$ cat config.mk
export PLATFORM = sky130hd
export DESIGN_NAME = fetch_redirect_unit
export DESIGN_NICKNAME = d
export VERILOG_FILES = /design/src/rtl/fetch_redirect_unit_pkg.sv /design/src/rtl/fetch_redirect_unit_if_id_reg.sv /design/src/rtl/fetch_redirect_unit.sv
export SDC_FILE = /design/constraint.sdc
export NUM_CORES = 1
export LEC_CHECK = 0
export BUFFER_PORTS_ARGS = -buffer_cell sky130_fd_sc_hd__clkbuf_2
export CAP_MARGIN = 20
export CORE_AREA = 3 3 189 191
export DETAILED_ROUTE_END_ITERATION = 10
export DIE_AREA = 0 0 192 194
export GPL_ROUTABILITY_DRIVEN = 1
export GPL_TIMING_DRIVEN = 0
export PLACE_DENSITY = 0.56
export SYNTH_ARGS = -nofsm -noshare
export SYNTH_HDL_FRONTEND = slang
export SYNTH_HIERARCHICAL = 1
export SYNTH_SLANG_ARGS = --single-unit
$ cat constraint.sdc
create_clock -name clk -period 4.9 [get_ports clk]
set_input_delay 0 -clock clk [delete_from_list [all_inputs] [get_ports clk]]
set_output_delay 0 -clock clk [all_outputs]
set_load 0.02 [all_outputs]
$ cat src/rtl/fetch_redirect_unit_pkg.sv
// Shared types and constants for the instruction-fetch front end.
package fetch_redirect_unit_pkg;
  typedef enum logic [1:0] {BOOT, FETCH, DRAIN, HOLD} state_t;

  localparam int                 INSTR_W = 32;
  localparam logic [31:0]        PC_INC  = 32'd4;
  localparam logic [INSTR_W-1:0] NOP     = '0;

  function automatic logic [31:0] word_align(input logic [31:0] a);
    return {a[31:2], 2'b00};
  endfunction
endpackage

$ cat src/rtl/fetch_redirect_unit_if_id_reg.sv
// IF/ID pipeline register. Priority: clear > load > hold; with none asserted
// the slot empties so ID never sees the same instruction twice.
module fetch_redirect_unit_if_id_reg
  import fetch_redirect_unit_pkg::*;
(
  input  logic               clk,
  input  logic               rst_n,
  input  logic               i_load,
  input  logic               i_hold,
  input  logic               i_clear,
  input  logic [INSTR_W-1:0] i_instr,
  input  logic [31:0]        i_pc4,
  output logic [INSTR_W-1:0] o_instr,
  output logic [31:0]        o_pc4,
  output logic               o_valid
);
  always_ff @(posedge clk or negedge rst_n) begin
    if (!rst_n) begin
      o_instr <= NOP;
      o_pc4   <= '0;
      o_valid <= 1'b0;
    end else if (i_clear) begin
      o_instr <= NOP;
      o_valid <= 1'b0;
    end else if (i_load) begin
      o_instr <= i_instr;
      o_pc4   <= i_pc4;
      o_valid <= 1'b1;
    end else if (!i_hold) begin
      o_valid <= 1'b0;
    end
  end
endmodule

$ cat src/rtl/fetch_redirect_unit.sv
// Fetch PC owner: imem request FSM, branch/jump redirect, stall hold buffer,
// and discard of responses made stale by a redirect.
module fetch_redirect_unit
  import fetch_redirect_unit_pkg::*;
#(
  parameter logic [31:0] RESET_PC = 32'h0000_0000
) (
  input  logic               clk,
  input  logic               rst_n,
  input  logic               PCSrc,
  input  logic [31:0]        branch_target,
  input  logic               Jump,
  input  logic [31:0]        jump_target,
  input  logic               stall,
  output logic               imem_req,
  output logic [31:0]        imem_addr,
  input  logic               imem_ready,
  input  logic [INSTR_W-1:0] imem_rdata,
  output logic [INSTR_W-1:0] if_id_instr,
  output logic [31:0]        if_id_pc4,
  output logic               if_id_valid,
  output logic               if_id_flush
);
  state_t             r_state, w_state_nxt;
  logic [31:0]        r_fetch_pc, w_fetch_pc_nxt;
  logic [31:0]        r_pend_pc, w_pend_pc_nxt;
  logic [INSTR_W-1:0] r_hold_instr;
  logic [31:0]        r_hold_pc4;
  logic               w_hold_ld, w_load;
  logic [INSTR_W-1:0] w_ld_instr;
  logic [31:0]        w_ld_pc4;

  // A redirect seen during a stall is ignored; ID re-presents it later.
  logic        w_redir;
  logic [31:0] w_target, w_pc4;
  assign w_redir  = (Jump | PCSrc) & ~stall;
  assign w_target = word_align(Jump ? jump_target : branch_target);
  assign w_pc4    = r_fetch_pc + PC_INC;

  always_comb begin
    w_state_nxt    = r_state;
    w_fetch_pc_nxt = r_fetch_pc;
    w_pend_pc_nxt  = r_pend_pc;
    w_hold_ld      = 1'b0;
    w_load         = 1'b0;
    w_ld_instr     = imem_rdata;
    w_ld_pc4       = w_pc4;
    case (r_state)
      BOOT: begin
        w_state_nxt = FETCH;
        if (w_redir) w_fetch_pc_nxt = w_target;
      end
      FETCH: begin
        if (imem_ready) begin
          if (w_redir) begin
            w_fetch_pc_nxt = w_target;
          end else if (stall) begin
            w_hold_ld   = 1'b1;
            w_state_nxt = HOLD;
          end else begin
            w_load         = 1'b1;
            w_fetch_pc_nxt = w_pc4;
          end
        end else if (w_redir) begin
          // Address must stay put until the outstanding response returns.
          w_pend_pc_nxt = w_target;
          w_state_nxt   = DRAIN;
        end
      end
      DRAIN: begin
        if (w_redir) w_pend_pc_nxt = w_target;
        if (imem_ready) begin
          w_fetch_pc_nxt = w_redir ? w_target : r_pend_pc;
          w_state_nxt    = FETCH;
        end
      end
      HOLD: begin
        if (w_redir) begin
          w_fetch_pc_nxt = w_target;
          w_state_nxt    = FETCH;
        end else if (!stall) begin
          w_load         = 1'b1;
          w_ld_instr     = r_hold_instr;
          w_ld_pc4       = r_hold_pc4;
          w_fetch_pc_nxt = w_pc4;
          w_state_nxt    = FETCH;
        end
      end
      default: w_state_nxt = BOOT;
    endcase
  end

  always_ff @(posedge clk or negedge rst_n) begin
    if (!rst_n) begin
      r_state      <= BOOT;
      r_fetch_pc   <= RESET_PC;
      r_pend_pc    <= RESET_PC;
      r_hold_instr <= NOP;
      r_hold_pc4   <= '0;
    end else begin
      r_state    <= w_state_nxt;
      r_fetch_pc <= w_fetch_pc_nxt;
      r_pend_pc  <= w_pend_pc_nxt;
      if (w_hold_ld) begin
        r_hold_instr <= imem_rdata;
        r_hold_pc4   <= w_pc4;
      end
    end
  end

  assign imem_req    = (r_state == FETCH) || (r_state == DRAIN);
  assign imem_addr   = r_fetch_pc;
  assign if_id_flush = w_redir;

  fetch_redirect_unit_if_id_reg u_if_id (
    .clk     (clk),
    .rst_n   (rst_n),
    .i_load  (w_load),
    .i_hold  (stall),
    .i_clear (w_redir),
    .i_instr (w_ld_instr),
    .i_pc4   (w_ld_pc4),
    .o_instr (if_id_instr),
    .o_pc4   (if_id_pc4),
    .o_valid (if_id_valid)
  );
endmodule

# After elaboration in Yosys (flattened, before gate mapping)
# Cells that the tools add are included.
dict set report classes {
  n_addsub 1
  n_eq_ne 12
  mux 35
  n_bitwise 4
  n_reduce_logical 8
}
# op count
set ops {}
lappend ops {{2-to-1 mux 32 bit} 14}
lappend ops {{one-hot mux 32 bit (4 select lines)} 1}
lappend ops {{one-hot mux 32 bit (2 select lines)} 1}
lappend ops {{adder 32 x 3 -> 32 bit, second input constant} 1}
lappend ops {{2-to-1 mux 2 bit} 7}
lappend ops {{!= test 3 bit, second input constant} 4}
lappend ops {{2-to-1 mux 1 bit} 10}
lappend ops {{!= test 2 bit, second input constant} 4}
lappend ops {{one-hot mux 2 bit (4 select lines)} 1}
lappend ops {{AND reduction 5 bit} 1}
lappend ops {{== test 2 bit, second input constant} 2}
lappend ops {{AND reduction 2 bit} 2}
lappend ops {{nonzero test 2 bit} 2}
lappend ops {{!= test 3 x 1 -> 1 bit, second input constant} 1}
lappend ops {{AND reduction 3 bit} 1}
lappend ops {{== test 2 x 1 -> 1 bit, second input constant} 1}
lappend ops {{zero test 2 bit} 1}
lappend ops {{inverter 1 bit} 2}
lappend ops {{one-hot mux 1 bit (2 select lines)} 1}
lappend ops {{AND 1 bit} 1}
lappend ops {{logical OR 1 bit} 1}
lappend ops {{bitwise OR 1 bit} 1}
dict set report totals {
  regBits 195
  inputBits 102
  wordCells 68
}

# Longest topological paths before layout
dict set report depth {
  depth_word 7
  depth_mapped 10
  depth_no_buf 7
}

# Hierarchy
# The synthesis kept the hierarchy.
# mod instances cells_each area_each_um2 seq_area_each_um2
set by_module_without_submodules {}
lappend by_module_without_submodules {fetch_redirect_unit 1 834 7604.8 3253.1}
lappend by_module_without_submodules {fetch_redirect_unit_if_id_reg 1 176 2650.0 1626.6}

# Worst setup path before layout
# Ideal clock, no wire load.
dict set report synth_path {
  path_type {register to register}
  startpoint {register r_fetch_pc[13] (netlist: imem_addr[13])}
  endpoint {register r_fetch_pc[26] (netlist: imem_addr[26])}
  arrival_ps 2353
  required_ps 4769
  path_slack_ps 2416
  stages_incl_launch_ff 8
  n_path_buf 2
  cell_sequence {dfrtp_1 -> clkbuf_2 -> nand4_2 -> or4_1 -> buf_2 -> nor3_1 -> mux2_2 -> or3_1}
}
dict set report synth_via {
  elab_chain_cells 5
}
# element line
set synth_rtl {}
lappend synth_rtl {{start: declaration} fetch_redirect_unit.sv:25} ;# logic [31:0] r_fetch_pc, w_fetch_pc_nxt;
lappend synth_rtl {{start signal: assignment} fetch_redirect_unit.sv:102} ;# r_fetch_pc <= w_fetch_pc_nxt;
lappend synth_rtl {{adder 32 x 3 -> 32 bit (*)} fetch_redirect_unit.sv:38} ;# assign w_pc4 = r_fetch_pc + PC_INC;
lappend synth_rtl {{2-to-1 mux 32 bit (*)} {fetch_redirect_unit.sv:57, fetch_redirect_unit.sv:81}}
lappend synth_rtl {{2-to-1 mux 32 bit (*)} fetch_redirect_unit.sv:78} ;# if (w_redir) begin
lappend synth_rtl {{2-to-1 mux 32 bit} fetch_redirect_unit.sv:54} ;# if (imem_ready) begin
lappend synth_rtl {{one-hot mux 32 bit (4 select lines) (*)} fetch_redirect_unit.sv:48} ;# case (r_state)
# Every way passes the cells marked *; elsewhere a longest branch is shown, timed or not. The select of a mux whose other input is x is not followed.
# A chain may end at the register's enable or synchronous reset.

# Worst setup path after layout
dict set report layout_path {
  startpoint {register r_state[0]}
  endpoint {register r_fetch_pc[18] (netlist: imem_addr[18])}
}
dict set report layout_via {
  elab_chain_cells 3
  word_cells_on_any_way 9
}
# element line
set layout_rtl {}
lappend layout_rtl {{start: declaration} fetch_redirect_unit.sv:24} ;# state_t r_state, w_state_nxt;
lappend layout_rtl {{start signal: assignment} fetch_redirect_unit.sv:101} ;# r_state <= w_state_nxt;
lappend layout_rtl {{== test 2 x 1 -> 1 bit (tied with other cells)} fetch_redirect_unit.sv:48}
lappend layout_rtl {{!= test 2 bit (no source line)} -}
lappend layout_rtl {{AND reduction 3 bit (no source line)} -}
# Several ways; a longest one is shown, not always the timed one.

==> impl_metrics.toml <==
[critical_path]
reg2reg_from = "r_state[0]"
critPathMaxFanout = 10
arrival_ns = 3.50
cp-start-kind = "register"
crit_required_ns = 5.23
cp_cell_sequence = "inv_1 > ha_1 > nor2b_1 > a211o_1 > clkbuf_1 > a21oi_1 > clkbuf_1 > o21ai_0 > a221oi_1"
r2r_slack_ns = 1.73
worstSetupEndpointType = "register"
rr_endpoint = "imem_addr[18]"
cpMostUsedCell = "clkbuf_1"
cp_slowest_cell = "clkbuf_1"
reg2regPathDepth = 9
crit_type = "reg -> reg"
critPathMaxStageDelay_ns = 0.55

[synth]
synthTopCellsByArea = "dfrtp_1 48%, mux2_2 8.8%, mux2i_1 5.9%, nor2_1 5.1%, mux2_4 4.4%"
synth_xor_area_share_pct = 2.05
synth_top_area_cell = "dfrtp_1"
synth_edf_count = 0
synthArstFlopShare_pct = 100
synth_mux_area_share_pct = 19.0
ys_seq_area_share_pct = 47.6
synth-seq-cells = 195
synth_compound_area_share_pct = 13.7
netlist_instances = 1010
netlist_area_sq_um = 10300
synth_top_family_by_area = "multiplexers"
syn_area_per_cell_sq_um = 10.2
yosys.area_share.simple_pct = 13.0
ys_dominant_reg_cell = "dfrtp_1"
synth_most_common_cell = "dfrtp_1"
synth_adder_area_share_pct = 0.610
ys_types = 68
yosys-top-cells-count = "195 x dfrtp_1, 138 x nor2_1, 80 x mux2_2"
yosysWarnings = 6
synth_top_area_share_pct = 47.6
syn-num-nets = 1117

[clock_tree]
htreeDepth = 4
cts_tree = "yes"
cts_buffers = 17
clk_pin_slew_worst_paths_ns = 0.07
cts_setup_buffers = 0
cts_resized = 0
clkLatencyLatePin_ns = 0.44
root_buffer = "clkbuf_16"
clockBufferDepth = 2
cts_sinks = 195

[finish]
finalNetCount = 1407
final_cells = 1768
final_util_pct = 38.5
layout-drive-gt1-share_pct = 27.7
syn2layout_area_growth_pct = 28.7
multiInputGateArea_sq_um = 4970
n_antenna_cell = 0
register_area_sq_um = 4880
fin_area_sq_um = 13200
fillers = 3461

[hold_path]
min_path_cells = 3
min-delay-start = "branch_target[22]"
hp-class = "in -> reg"
worstHoldEndpoint = "r_pend_pc[22]"

[detailed_routing]
vias = 8790
antenna_left = 0
first_iter_violations = 509
post_drt_wl_per_cell_microns = 18.8
dr.pass1.iters = 5
route.detailed.drc = 0
routed_wl_microns = 33200
viasPerCell = 4.97

[placed_design]
portBuffers = 195
placed_cells = 1661
routabilityCongestion = 0.851
dp_hpwl_microns = 24600
placed_cell_area_sq_um = 11800

[sta]
min_period_ns = 3.17
tightest_slew_ns = 0.922
drv_slew = 0
slew_headroom_pct = 38.5
finalCritPeriodShare_pct = 64.7
hold_viol = 0
fmax_mhz = 315
fin_skew_ns = 0.0137
rsz0062_at_grt = "no"
setup_viol = 0

[floorplanning]
start_util_pct = 29.9
die_x_microns = 192
die_h_microns = 194
ios = 201
coreArea_sq_um = 34300
die_area_sq_um = 37200
fp-row-count = 68

[grt]
grt_max_degree = 100
grt_pass1_wl_microns = 50700
grt_use_total_pct = 17.5
antenna_found_initial = 1
grt_pass1_vias = 8503
grt_overflow_total = 0

[run]
maxCapViolCount = 0

[power_and_ir_drop]
p_per_area_nw_per_um2 = 543
p_leak_nw = 5.88
worst_ir_drop_vdd_mv = 0.294
p_total_mw = 7.16

[outcome]
outcome = "complete, no violations"
## registers in the layout (all words and copies together), names as in the netlist
signal	cells
r_state	2
u_if_id/o_instr	32
imem_addr	32
u_if_id/o_pc4	32
u_if_id/o_valid	1
r_hold_instr	32
r_hold_pc4	32
r_pend_pc	32
## cell type report
class	count	area share, %
Multi-Input combinational cell	723	37.6
Sequential cell	195	37.0
Timing Repair Buffer	271	13.4
Tap cell	455	4.31
Clock buffer	20	3.46
Buffer	77	2.66
Clock inverter	12	1.14
Inverter	15	0.427
## worst max-delay path by stage
stage	startpoint	endpoint	slack, ns	cells after the start
after floorplan	imem_addr[13]	imem_addr[26]	2.42	7
after global placement	rst_n	u_if_id/o_pc4[17]	-0.25	1
after detailed placement	Jump	imem_addr[15]	1.82	8
after CTS	r_state[0]	imem_addr[0]	1.84	9
after global routing	r_state[0]	imem_addr[0]	1.68	9
final	r_state[0]	imem_addr[18]	1.73	9
## power breakdown
group	total, mW	switching [mW]	leakage, nW	internal, mW
Combinational	3.00	1.78	3.17	1.22
Clock	1.46	0.672	0.287	0.791
Sequential	2.70	0.461	2.43	2.24
## stage by stage
stage,hold WS (ns),worst slack (ns),setup TNS [ns]
detailed placement,0.159,1.82,0
floorplan,-0.296,2.42,0
global placement,0.245,-0.255,-41.75
finish,0.0154,1.73,0
CTS,0.00474,1.84,0
global route,0.0185,1.68,0
## critical path, delay by kind of cell, from the launching register on
kind,cells,cell delay (ns)
adders and majority gates,1,0.27
AOI/OAI and AO/OA,4,1.24
buffers and inverters,3,0.94
and+or+nand+nor,1,0.19
DFF,1,0.42
## cell families after synthesis
family | Yosys count
compound gates | 227
xor+xnor | 24
fa+ha+maj | 5
buf+inv | 92
flops | 195
mux | 170
simple gates | 297
## per-layer routing
layer  up-vias  GRT usage, %  share of wire, %
met2       272          28.5                47
met4         2          4.16               1.7
met3        31          4.61               6.8
met1      4305          23.3                44
met5         -             0             0.039
li1       4180             -                 -
## repair_timing
action | CTS | global route
hold endpoints to repair | 182 | 0
hold buffers | 75 | 0
setup endpoints to repair | 0 | 0
## layout by cell type, fill, tap and decap left out, types with 6 or more instances in the layout
| master | netlist | final |
|---|---|---|
| buf_1 | 11 | 11 |
| nor3_1 | 19 | 19 |
| clkbuf_16 | 0 | 17 |
| inv_1 | 13 | 13 |
| clkbuf_1 | 49 | 50 |
| nand2b_1 | 9 | 9 |
| a21oi_1 | 75 | 75 |
| nor4_1 | 7 | 7 |
| or3_1 | 7 | 7 |
| dfrtp_1 | 195 | 195 |
| nand4_1 | 6 | 6 |
| o21ai_0 | 70 | 70 |
| a311oi_1 | 7 | 7 |
| clkbuf_2 | 1 | 195 |
| a221oi_1 | 9 | 9 |
| a211oi_1 | 14 | 14 |
| buf_2 | 7 | 7 |
| mux2i_1 | 60 | 60 |
| nand3_1 | 20 | 20 |
| nand2_1 | 71 | 71 |
| xnor2_1 | 20 | 20 |
| nor2_1 | 138 | 138 |
| mux2_2 | 80 | 80 |
| mux2_4 | 30 | 30 |
| dlygate4sd3_1 | 0 | 75 |
(Power assumes the default switching activity.)
